### config.mk
export PLATFORM = sky130hd
export DESIGN_NAME = ov7670_capture
export DESIGN_NICKNAME = d
export VERILOG_FILES = /design/src/rtl/cam_pkg.sv /design/src/rtl/cap_byte_pair.sv /design/src/rtl/ov7670_capture.sv
export SDC_FILE = /design/constraint.sdc
export NUM_CORES = 1
export LEC_CHECK = 0
export BUFFER_PORTS_ARGS = -buffer_cell sky130_fd_sc_hd__clkbuf_2
export CORE_UTILIZATION = 50
export CTS_CLUSTER_SIZE = 12
export DETAILED_ROUTE_END_ITERATION = 10
export PLACE_DENSITY_LB_ADDON = 0.2
export RECOVER_POWER = 50
export SLEW_MARGIN = 40
export SYNTH_ARGS = -nofsm -noshare
export SYNTH_HDL_FRONTEND = slang
export SYNTH_SLANG_ARGS = --single-unit
### constraint.sdc
create_clock -name clk -period 3.7 [get_ports clk]
set_input_delay 0 -clock clk [delete_from_list [all_inputs] [get_ports clk]]
set_output_delay 0 -clock clk [all_outputs]
set_load 0.005 [all_outputs]
### src/rtl/cam_pkg.sv
// Shared camera-path definitions.
//   - capture FSM state encoding
//   - RGB565 field positions within a 16-bit pixel word
//   - default active-window size, also used by the VGA readout side
package cam_pkg;

    typedef enum logic [1:0] {
        S_SYNC   = 2'd0,
        S_VBLANK = 2'd1,
        S_FRAME  = 2'd2
    } cap_state_e;

    localparam int RGB_R_MSB = 15;
    localparam int RGB_R_LSB = 11;
    localparam int RGB_G_MSB = 10;
    localparam int RGB_G_LSB = 5;
    localparam int RGB_B_MSB = 4;
    localparam int RGB_B_LSB = 0;

    localparam int H_ACT_DEF = 640;
    localparam int V_ACT_DEF = 480;

endpackage

### src/rtl/cap_byte_pair.sv
// Byte-pair assembler: joins two consecutive sensor bytes into one RGB565
// word (first byte high) and registers the result with its write strobe.
// Ports:
//   clk, rst_n   pixel clock, async active-low reset
//   en_i         byte on d_i is valid and belongs to the current frame
//   clr_i        force phase back to 0 (frame start/end, line end)
//   drop_i       completed pixel must not be written (frame full)
//   d_i          registered sensor byte
//   done_o       a pixel completes this cycle (written or dropped)
//   lone_o       phase is 1: a first byte is waiting for its partner
//   pix_we_o     one-cycle write strobe
//   pix_data_o   assembled pixel, held until the next written pixel
module cap_byte_pair (
    input  logic        clk,
    input  logic        rst_n,
    input  logic        en_i,
    input  logic        clr_i,
    input  logic        drop_i,
    input  logic [7:0]  d_i,
    output logic        done_o,
    output logic        lone_o,
    output logic        pix_we_o,
    output logic [15:0] pix_data_o
);

    logic        phase_q, phase_d;
    logic [7:0]  hi_q, hi_d;
    logic        pix_we_q, pix_we_d;
    logic [15:0] pix_data_q, pix_data_d;

    assign done_o     = en_i & phase_q;
    assign lone_o     = phase_q;
    assign pix_we_o   = pix_we_q;
    assign pix_data_o = pix_data_q;

    always_comb begin
        phase_d    = phase_q;
        hi_d       = hi_q;
        pix_we_d   = done_o & ~drop_i;
        pix_data_d = pix_data_q;
        // A completing pixel is still emitted when clr_i hits in the same
        // cycle; only the phase is forced back.
        if (clr_i) begin
            phase_d = 1'b0;
        end else if (en_i) begin
            phase_d = ~phase_q;
            if (!phase_q) begin
                hi_d = d_i;
            end
        end
        if (pix_we_d) begin
            pix_data_d = {hi_q, d_i};
        end
    end

    always_ff @(posedge clk or negedge rst_n) begin
        if (!rst_n) begin
            phase_q    <= 1'b0;
            hi_q       <= '0;
            pix_we_q   <= 1'b0;
            pix_data_q <= '0;
        end else begin
            phase_q    <= phase_d;
            hi_q       <= hi_d;
            pix_we_q   <= pix_we_d;
            pix_data_q <= pix_data_d;
        end
    end

endmodule

### src/rtl/ov7670_capture.sv
// OV7670 capture front-end (PCLK domain). Registers VSYNC/HREF/D once,
// assembles RGB565 pixels and produces a write strobe with a linear
// frame-buffer address. Flags malformed lines and frame overflow and
// reports the pixel total of each finished frame.
// Ports:
//   clk, rst_n     sensor PCLK, async active-low reset
//   vsync, href, d sensor timing and data inputs
//   pix_data       RGB565 pixel, first byte in [15:8]
//   pix_we         one-cycle write strobe (pix_data, wr_addr valid)
//   wr_addr        address of the pixel being written, 0 at frame start
//   frame_start    pulse on entry to S_FRAME
//   frame_done     pulse after a frame ends
//   frame_pixels   pixels written in the last completed frame
//   line_err       sticky per frame: odd byte count or wrong line length
//   ovf            sticky per frame: pixel beyond the window was dropped
//
// state    | meaning
// S_SYNC   | after reset, waiting for the first vsync high
// S_VBLANK | vertical blanking, waiting for vsync low
// S_FRAME  | active frame, bytes captured while href is high
module ov7670_capture
    import cam_pkg::*;
#(
    parameter int H_ACT  = H_ACT_DEF,
    parameter int V_ACT  = V_ACT_DEF,
    parameter int ADDR_W = 19
) (
    input  logic              clk,
    input  logic              rst_n,
    input  logic              vsync,
    input  logic              href,
    input  logic [7:0]        d,
    output logic [15:0]       pix_data,
    output logic              pix_we,
    output logic [ADDR_W-1:0] wr_addr,
    output logic              frame_start,
    output logic              frame_done,
    output logic [ADDR_W-1:0] frame_pixels,
    output logic              line_err,
    output logic              ovf
);

    localparam logic [ADDR_W-1:0] TOTAL = ADDR_W'(H_ACT * V_ACT);
    // One spare bit so an over-long line cannot wrap back onto H_ACT.
    localparam int LINE_W = $clog2(H_ACT + 1) + 1;

    cap_state_e state_q, state_d;

    logic              r_vsync_q, r_href_q, href_prev_q;
    logic [7:0]        r_d_q;
    logic [ADDR_W-1:0] wr_addr_q, wr_addr_d;
    logic [ADDR_W-1:0] pix_cnt_q, pix_cnt_d;
    logic [ADDR_W-1:0] frame_pixels_q, frame_pixels_d;
    logic [LINE_W-1:0] line_cnt_q, line_cnt_d;
    logic              line_err_q, line_err_d;
    logic              ovf_q, ovf_d;
    logic              frame_start_q, frame_done_q;

    logic in_frame, frame_go, vs_rise, href_rise, href_fall;
    logic full, pix_done, pix_lone, pix_write;

    assign in_frame  = (state_q == S_FRAME);
    assign frame_go  = (state_q == S_VBLANK) & ~r_vsync_q;
    assign vs_rise   = in_frame & r_vsync_q;
    assign href_rise = r_href_q & ~href_prev_q;
    // Frame end wins over a line end in the same cycle.
    assign href_fall = in_frame & ~r_vsync_q & href_prev_q & ~r_href_q;
    assign full      = (pix_cnt_q == TOTAL);
    assign pix_write = pix_done & ~full;

    cap_byte_pair u_pair (
        .clk        (clk),
        .rst_n      (rst_n),
        .en_i       (in_frame & r_href_q),
        .clr_i      (frame_go | vs_rise | href_fall),
        .drop_i     (full),
        .d_i        (r_d_q),
        .done_o     (pix_done),
        .lone_o     (pix_lone),
        .pix_we_o   (pix_we),
        .pix_data_o (pix_data)
    );

    always_comb begin
        state_d = state_q;
        case (state_q)
            S_SYNC:   if (r_vsync_q)  state_d = S_VBLANK;
            S_VBLANK: if (!r_vsync_q) state_d = S_FRAME;
            S_FRAME:  if (r_vsync_q)  state_d = S_VBLANK;
            default:                  state_d = S_SYNC;
        endcase
    end

    always_comb begin
        wr_addr_d      = wr_addr_q;
        pix_cnt_d      = pix_cnt_q;
        line_cnt_d     = line_cnt_q;
        line_err_d     = line_err_q;
        ovf_d          = ovf_q;
        frame_pixels_d = frame_pixels_q;

        if (frame_go) begin
            wr_addr_d  = '0;
            pix_cnt_d  = '0;
            line_cnt_d = '0;
            line_err_d = 1'b0;
            ovf_d      = 1'b0;
        end else begin
            // wr_addr advances after each strobe but parks on the last
            // address once the window is full.
            if (pix_we && (wr_addr_q != TOTAL - ADDR_W'(1))) begin
                wr_addr_d = wr_addr_q + ADDR_W'(1);
            end
            if (pix_write) begin
                pix_cnt_d = pix_cnt_q + ADDR_W'(1);
            end
            if (href_rise) begin
                line_cnt_d = '0;
            end else if (pix_done && (line_cnt_q != '1)) begin
                line_cnt_d = line_cnt_q + LINE_W'(1);
            end
            if (href_fall && (pix_lone || (line_cnt_q != LINE_W'(H_ACT)))) begin
                line_err_d = 1'b1;
            end
            if (pix_done && full) begin
                ovf_d = 1'b1;
            end
        end

        if (vs_rise) begin
            frame_pixels_d = pix_cnt_q + ADDR_W'(pix_write);
        end
    end

    always_ff @(posedge clk or negedge rst_n) begin
        if (!rst_n) begin
            state_q        <= S_SYNC;
            r_vsync_q      <= 1'b0;
            r_href_q       <= 1'b0;
            r_d_q          <= '0;
            href_prev_q    <= 1'b0;
            wr_addr_q      <= '0;
            pix_cnt_q      <= '0;
            line_cnt_q     <= '0;
            line_err_q     <= 1'b0;
            ovf_q          <= 1'b0;
            frame_pixels_q <= '0;
            frame_start_q  <= 1'b0;
            frame_done_q   <= 1'b0;
        end else begin
            state_q        <= state_d;
            r_vsync_q      <= vsync;
            r_href_q       <= href;
            r_d_q          <= d;
            href_prev_q    <= r_href_q;
            wr_addr_q      <= wr_addr_d;
            pix_cnt_q      <= pix_cnt_d;
            line_cnt_q     <= line_cnt_d;
            line_err_q     <= line_err_d;
            ovf_q          <= ovf_d;
            frame_pixels_q <= frame_pixels_d;
            frame_start_q  <= frame_go;
            frame_done_q   <= vs_rise;
        end
    end

    assign wr_addr      = wr_addr_q;
    assign frame_pixels = frame_pixels_q;
    assign line_err     = line_err_q;
    assign ovf          = ovf_q;
    assign frame_start  = frame_start_q;
    assign frame_done   = frame_done_q;

endmodule

# After elaboration in Yosys (flattened, before gate mapping)
# Index checks and enable logic that the tools add are counted.
# op_classes
addsub	4
n_eq_ne	8
muxes	16
bitwise	17
reduce_logical	15
# ops
operator	n
$mux 19	4
$add 19x1->19 const B	2
$mux 11	3
$add 19x1->19	1
$eq 19x19->1 const B	1
$ne 19x19->1 const B	1
$add 11x1->11 const B	1
$ne 11x10->1 const B	1
$ne 11x11->1 const B	1
$reduce_bool 2->1	5
$and 1x1->1	9
$mux 1	6
$not 1->1	6
$logic_and 1x1->1	4
$mux 2	2
$pmux 2 s2	1
$reduce_and 3->1	1
$reduce_bool 3->1	1
$eq 2x1->1 const B	1
$eq 2x2->1 const B	1
$logic_not 2->1	1
$ne 2x1->1 const B	1
$ne 2x2->1 const B	1
$or 1x1->1	2
other kinds (3)	3
# word_totals
regBits	111
input_bits	12
wordCells	77

# Depth between registers and ports, before layout
# depth
ltp_word	7
mapped_depth	15

# Hierarchy
# Synthesis repeated with hierarchy kept, for this count alone.
# hier_totals
hier_cells	488
area_unflattened_um2	5191.2
# modules_own_cells
module	instances	cells_per_inst	area_per_inst_um2
ov7670_capture	1	431	4196.5
cap_byte_pair	1	57	994.7

# Worst setup path before layout
# No wires, ideal clock.
# synth_timing
kind	register -> register
startpoint	register pix_cnt_q[1]
endpoint	register frame_pixels_q[10], in the netlist frame_pixels[10]
t_arrival_ns	2.486
t_required_ns	3.567
setup_slack_ns	1.081
path_stages_with_launch	16
path_buffers	2
synth_period_minus_slack_ns	2.619
path_cell_list	dfrtp_1 -> inv_1 -> ha_1 -> nor4b_1 -> nand4_1 -> o21ai_2 -> buf_6 -> inv_2 -> buf_2 -> ha_1 -> ha_1 -> nand2_1 -> nor3_2 -> and3_1 -> xnor2_1 -> o21ai_0
# synth_via
elab_chain_cells	4
# synth_rtl
item	line	rtl
start, declared	ov7670_capture.sv:52	logic [ADDR_W-1:0] pix_cnt_q, pix_cnt_d;
start signal, assigned	ov7670_capture.sv:157	pix_cnt_q <= pix_cnt_d;
$eq 19x19->1	ov7670_capture.sv:68	assign full = (pix_cnt_q == TOTAL);
$not 1->1	ov7670_capture.sv:69	assign pix_write = pix_done & ~full;
$and 1x1->1	ov7670_capture.sv:69	
via pix_write	ov7670_capture.sv:60	logic full, pix_done, pix_lone, pix_write;
$add 19x1->19	ov7670_capture.sv:131	frame_pixels_d = pix_cnt_q + ADDR_W'(pix_write);
end signal, assigned	ov7670_capture.sv:161	frame_pixels_q <= frame_pixels_d;
end, declared	ov7670_capture.sv:53	logic [ADDR_W-1:0] frame_pixels_q, frame_pixels_d;
# The timed path passes the listed nets, and every way through them passes these cells.
# A chain may end at the register's enable or synchronous reset.

# Worst setup path in the final report
# layout_timing
startpoint	register pix_cnt_q[1]
endpoint	register frame_pixels_q[18], in the netlist frame_pixels[18]
# layout_via
elab_chain_cells	4
# layout_rtl
item	line
$eq 19x19->1	ov7670_capture.sv:68
$not 1->1	ov7670_capture.sv:69
$and 1x1->1	ov7670_capture.sv:69
$add 19x1->19 (*)	ov7670_capture.sv:131
# Every way passes the cells marked *; elsewhere a longest branch is shown, timed or not.

==> impl_metrics.toml <==
[power_and_ir_drop]
power_uw = 2187
p_int_uw = 1613
switching_share_pct = 26.25
p_comb_share_pct = 7.4
powerDensity_nw_per_um2 = 370.8
switchingPower_uw = 574.0
max-vdd-ir-drop_uv = 240.4
p_clk_share_pct = 32.1
p_leak_uw = 0.002694
p_seq_share_pct = 60.5

[final_layout]
final_common_cell = "dfrtp_1"
final_cell_mix = "dfrtp_1, nand2_1, nor2_1"
fillers = 898
final_nets = 620
ff_latch_area_um2 = 2778
final_layout_size_suffix_gt1_share_pct = 15.02
area.growth.synth_to_final_pct = 13.78
insertedDiodeCount = 0
multi_input_area_um2 = 2246

[cts]
cts_resized = 0
cts_sinks = 111
clockRootBuffer = "clkbuf_8"
cts_hold_buf = 11
clk_pin_slew_ps = 110
cts_setup_buffers = 0
cts_made_buffers = 9
clkLatencyLatePin_ps = 390
ctsLongestPathBuffers = 2
cts_max_level = 3
cts_tree = "built"

[routing]
avgViaCountPerCell = 5.336
post_drt_wl_per_cell_um = 14.41
drt_wl_total_um = 10650
ant_nets = 0
first_iter_violations = 135
vias = 3943
drt_first_pass_iters = 4
remaining_drc_errors = 0

[setup_path]
r2r_setup_slack_ps = 870
cp.depth = 13
cp.required_ps = 4000
cpLargestDelayFamily = "simple AND/OR/NAND/NOR gates"
cp_max_fo = 20
end_kind = "flip-flop"
worst-path-buf-inv = 2
crit_chain = "inv_1 -> ha_1 -> nor4b_1 -> nand4_1 -> o21ai_2 -> inv_2 -> ha_1 -> ha_1 -> nand2_1 -> nor3_2 -> nand4_1 -> xor2_1 -> o21ai_0"
critPathMostFrequentCell = "ha_1"
rr_worst_depth = 13
critPathMaxStageDelay_ps = 460
cp_slowest_cell = "dfrtp_1"
worstSetupPathType = "flip-flop to flip-flop"
cp.arrival_ps = 3130
startpoint_type = "flip-flop"

[synth]
yosys_warnings = 0
ys_seq_elements = 111
netlist_area_um2 = 5184
yosysSeqAreaShare_pct = 53.58
syn_area_per_cell_um2 = 9.818
synth_cell_type_count = 49
synth_top_area_share_pct = 53.58
synth_edf_count = 0
synthTopCellsByArea = "dfrtp_1, nand2_1, xnor2_1"
syn_inst = 528
synth_ff_type = "dfrtp_1"
syn_nets = 547
synth_top_area_cell = "dfrtp_1"
async_flop_share_pct = 100.0

[outcome]
violations = "capacitance limit, slew limit"
outcome = "finished, violations left"

[timing]
min_period_ps = 2831
slew_violations = 61
worstMarginPinSlew_ps = 2605
rsz0062_at_grt = "no"
period_share_pct = 76.52
max_freq_mhz = 353.2
setup_viol = 0
tns_ps = 0
skew_ps = 14.19
relSlewSlack_pct = -73.69
hold_violations = 0
hold-worst-slack_ps = 245.5

[floorplan]
num_rows = 36
die-area_um2 = 10780
num_io_pins = 71
die_h_um = 103.8
die_w_um = 103.8
start_util_pct = 52.31
core_area_um2 = 9910

[placement]
dp_hpwl_um = 7287
gp_congestion = 0.8683
io_buffers = 70

[grt]
grt_pass1_wl_um = 18620
antenna_found_initial = 0
grt_usage_pct = 21.39
grt_pass1_vias = 3991
overflow = 0
grt_max_degree = 61

[worst_hold_path]
hold_depth = 2
worstHoldPathType = "primary input to flip-flop"

[run]
cap_violations = 1
==> cell type report <==
| type | count | share of cell area (%) |
|---|---|---|
| Multi-Input combinational cell | 382 | 38.08 |
| Sequential cell | 111 | 47.09 |
| Clock buffer | 9 | 2.100 |
| Tap cell | 133 | 2.821 |
| Timing Repair Buffer | 87 | 8.188 |
| Clock inverter | 7 | 1.082 |
| Inverter | 10 | 0.6364 |
==> flip-flops by register name (all words and copies together), names as in the netlist <==
| signal | count |
|---|---|
| u_pair.pix_we_o | 1 |
| frame_pixels | 19 |
| r_vsync_q | 1 |
| href_prev_q | 1 |
| pix_cnt_q | 19 |
| line_cnt_q | 11 |
| frame_done | 1 |
| line_err | 1 |
| r_d_q | 8 |
| wr_addr | 19 |
| u_pair.hi_q | 8 |
| ovf | 1 |
| state_q | 2 |
| frame_start | 1 |
| u_pair.pix_data_o | 16 |
| r_href_q | 1 |
| u_pair.lone_o | 1 |
==> per-layer routing <==
metal	global-route usage (%)	share of wire, %
met3	4.720	3.9
met4	7.551	1.5
met2	35.00	49
met1	28.11	46
met5	0	0
==> worst paths after layout <==
path / from / endpoint
max: pix_cnt_q[1]$_DFFE_PN0P_ / frame_pixels[18]$_DFFE_PN0P_
min: d[2] / r_d_q[2]$_DFF_PN0_
max reg2reg: pix_cnt_q[1]$_DFFE_PN0P_ / frame_pixels[18]$_DFFE_PN0P_
min reg2reg: r_d_q[3]$_DFF_PN0_ / u_pair.pix_data_o[3]$_DFFE_PN0P_
max in group asynchronous: rst_n / frame_start$_DFF_PN0_
min in group asynchronous: rst_n / frame_pixels[9]$_DFFE_PN0P_
==> worst register-to-register path: cells and delay by family, from the launching register on <==
| family | cells | cell delay [ps] |
|---|---|---|
| xor gates and xnor gates | 1 | 170 |
| buffers and inverters | 2 | 370 |
| AOI/OAI and AO/OA | 2 | 200 |
| adders and majority gates | 3 | 700 |
| and+or+nand+nor | 5 | 840 |
| DFF | 1 | 460 |
==> power groups by stage <==
| stage | logic [uW] | registers, uW | clock network, uW |
|---|---|---|---|
| after floorplan | 76.4 | 1340 | 0 |
| after global placement | 153 | 1340 | 0 |
| after detailed placement | 160 | 1350 | 0 |
| after CTS | 170 | 1320 | 718 |
| after global routing | 185 | 1330 | 762 |
| final | 162 | 1320 | 702 |
==> stage by stage <==
stage,area (um^2),std cells,setup slack [ps],utilization [%]
finish,5898,739,868.6,59.52
detailed placement,5629,712,904.1,56.81
floorplan,5184,528,1081,-
global route,5898,739,473.0,59.52
CTS,5927,739,878.5,59.81
global placement,5610,710,961.3,56.62
==> synthesized netlist by cell type (2+ instances only) <==
library cell,n
xnor2_1,29
nor3_1,16
nor3_2,2
inv_1,9
nand4_1,17
nand3b_1,2
and2_1,4
nand2_1,99
xor2_1,18
a211oi_1,3
dfrtp_1,111
nand4bb_1,2
ha_1,7
clkbuf_1,9
a311oi_1,2
a31oi_1,3
nor4_1,5
o31ai_1,3
mux2_2,8
nor4b_1,4
or4_1,3
o21ai_0,25
buf_2,14
a21oi_1,16
mux2i_1,4
nor2_1,54
nand2b_1,2
or3_1,6
nand3_1,24
and3_1,8
==> cell families after synthesis <==
kind of cell	synth area share, %
and+or+nand+nor	24.89
DFF	53.58
AOI/OAI and AO/OA	6.300
xor gates and xnor gates	7.941
buffers and inverters	3.089
muxes	2.510
adders and majority gates	1.690
Power figures use the tool's default switching activity.
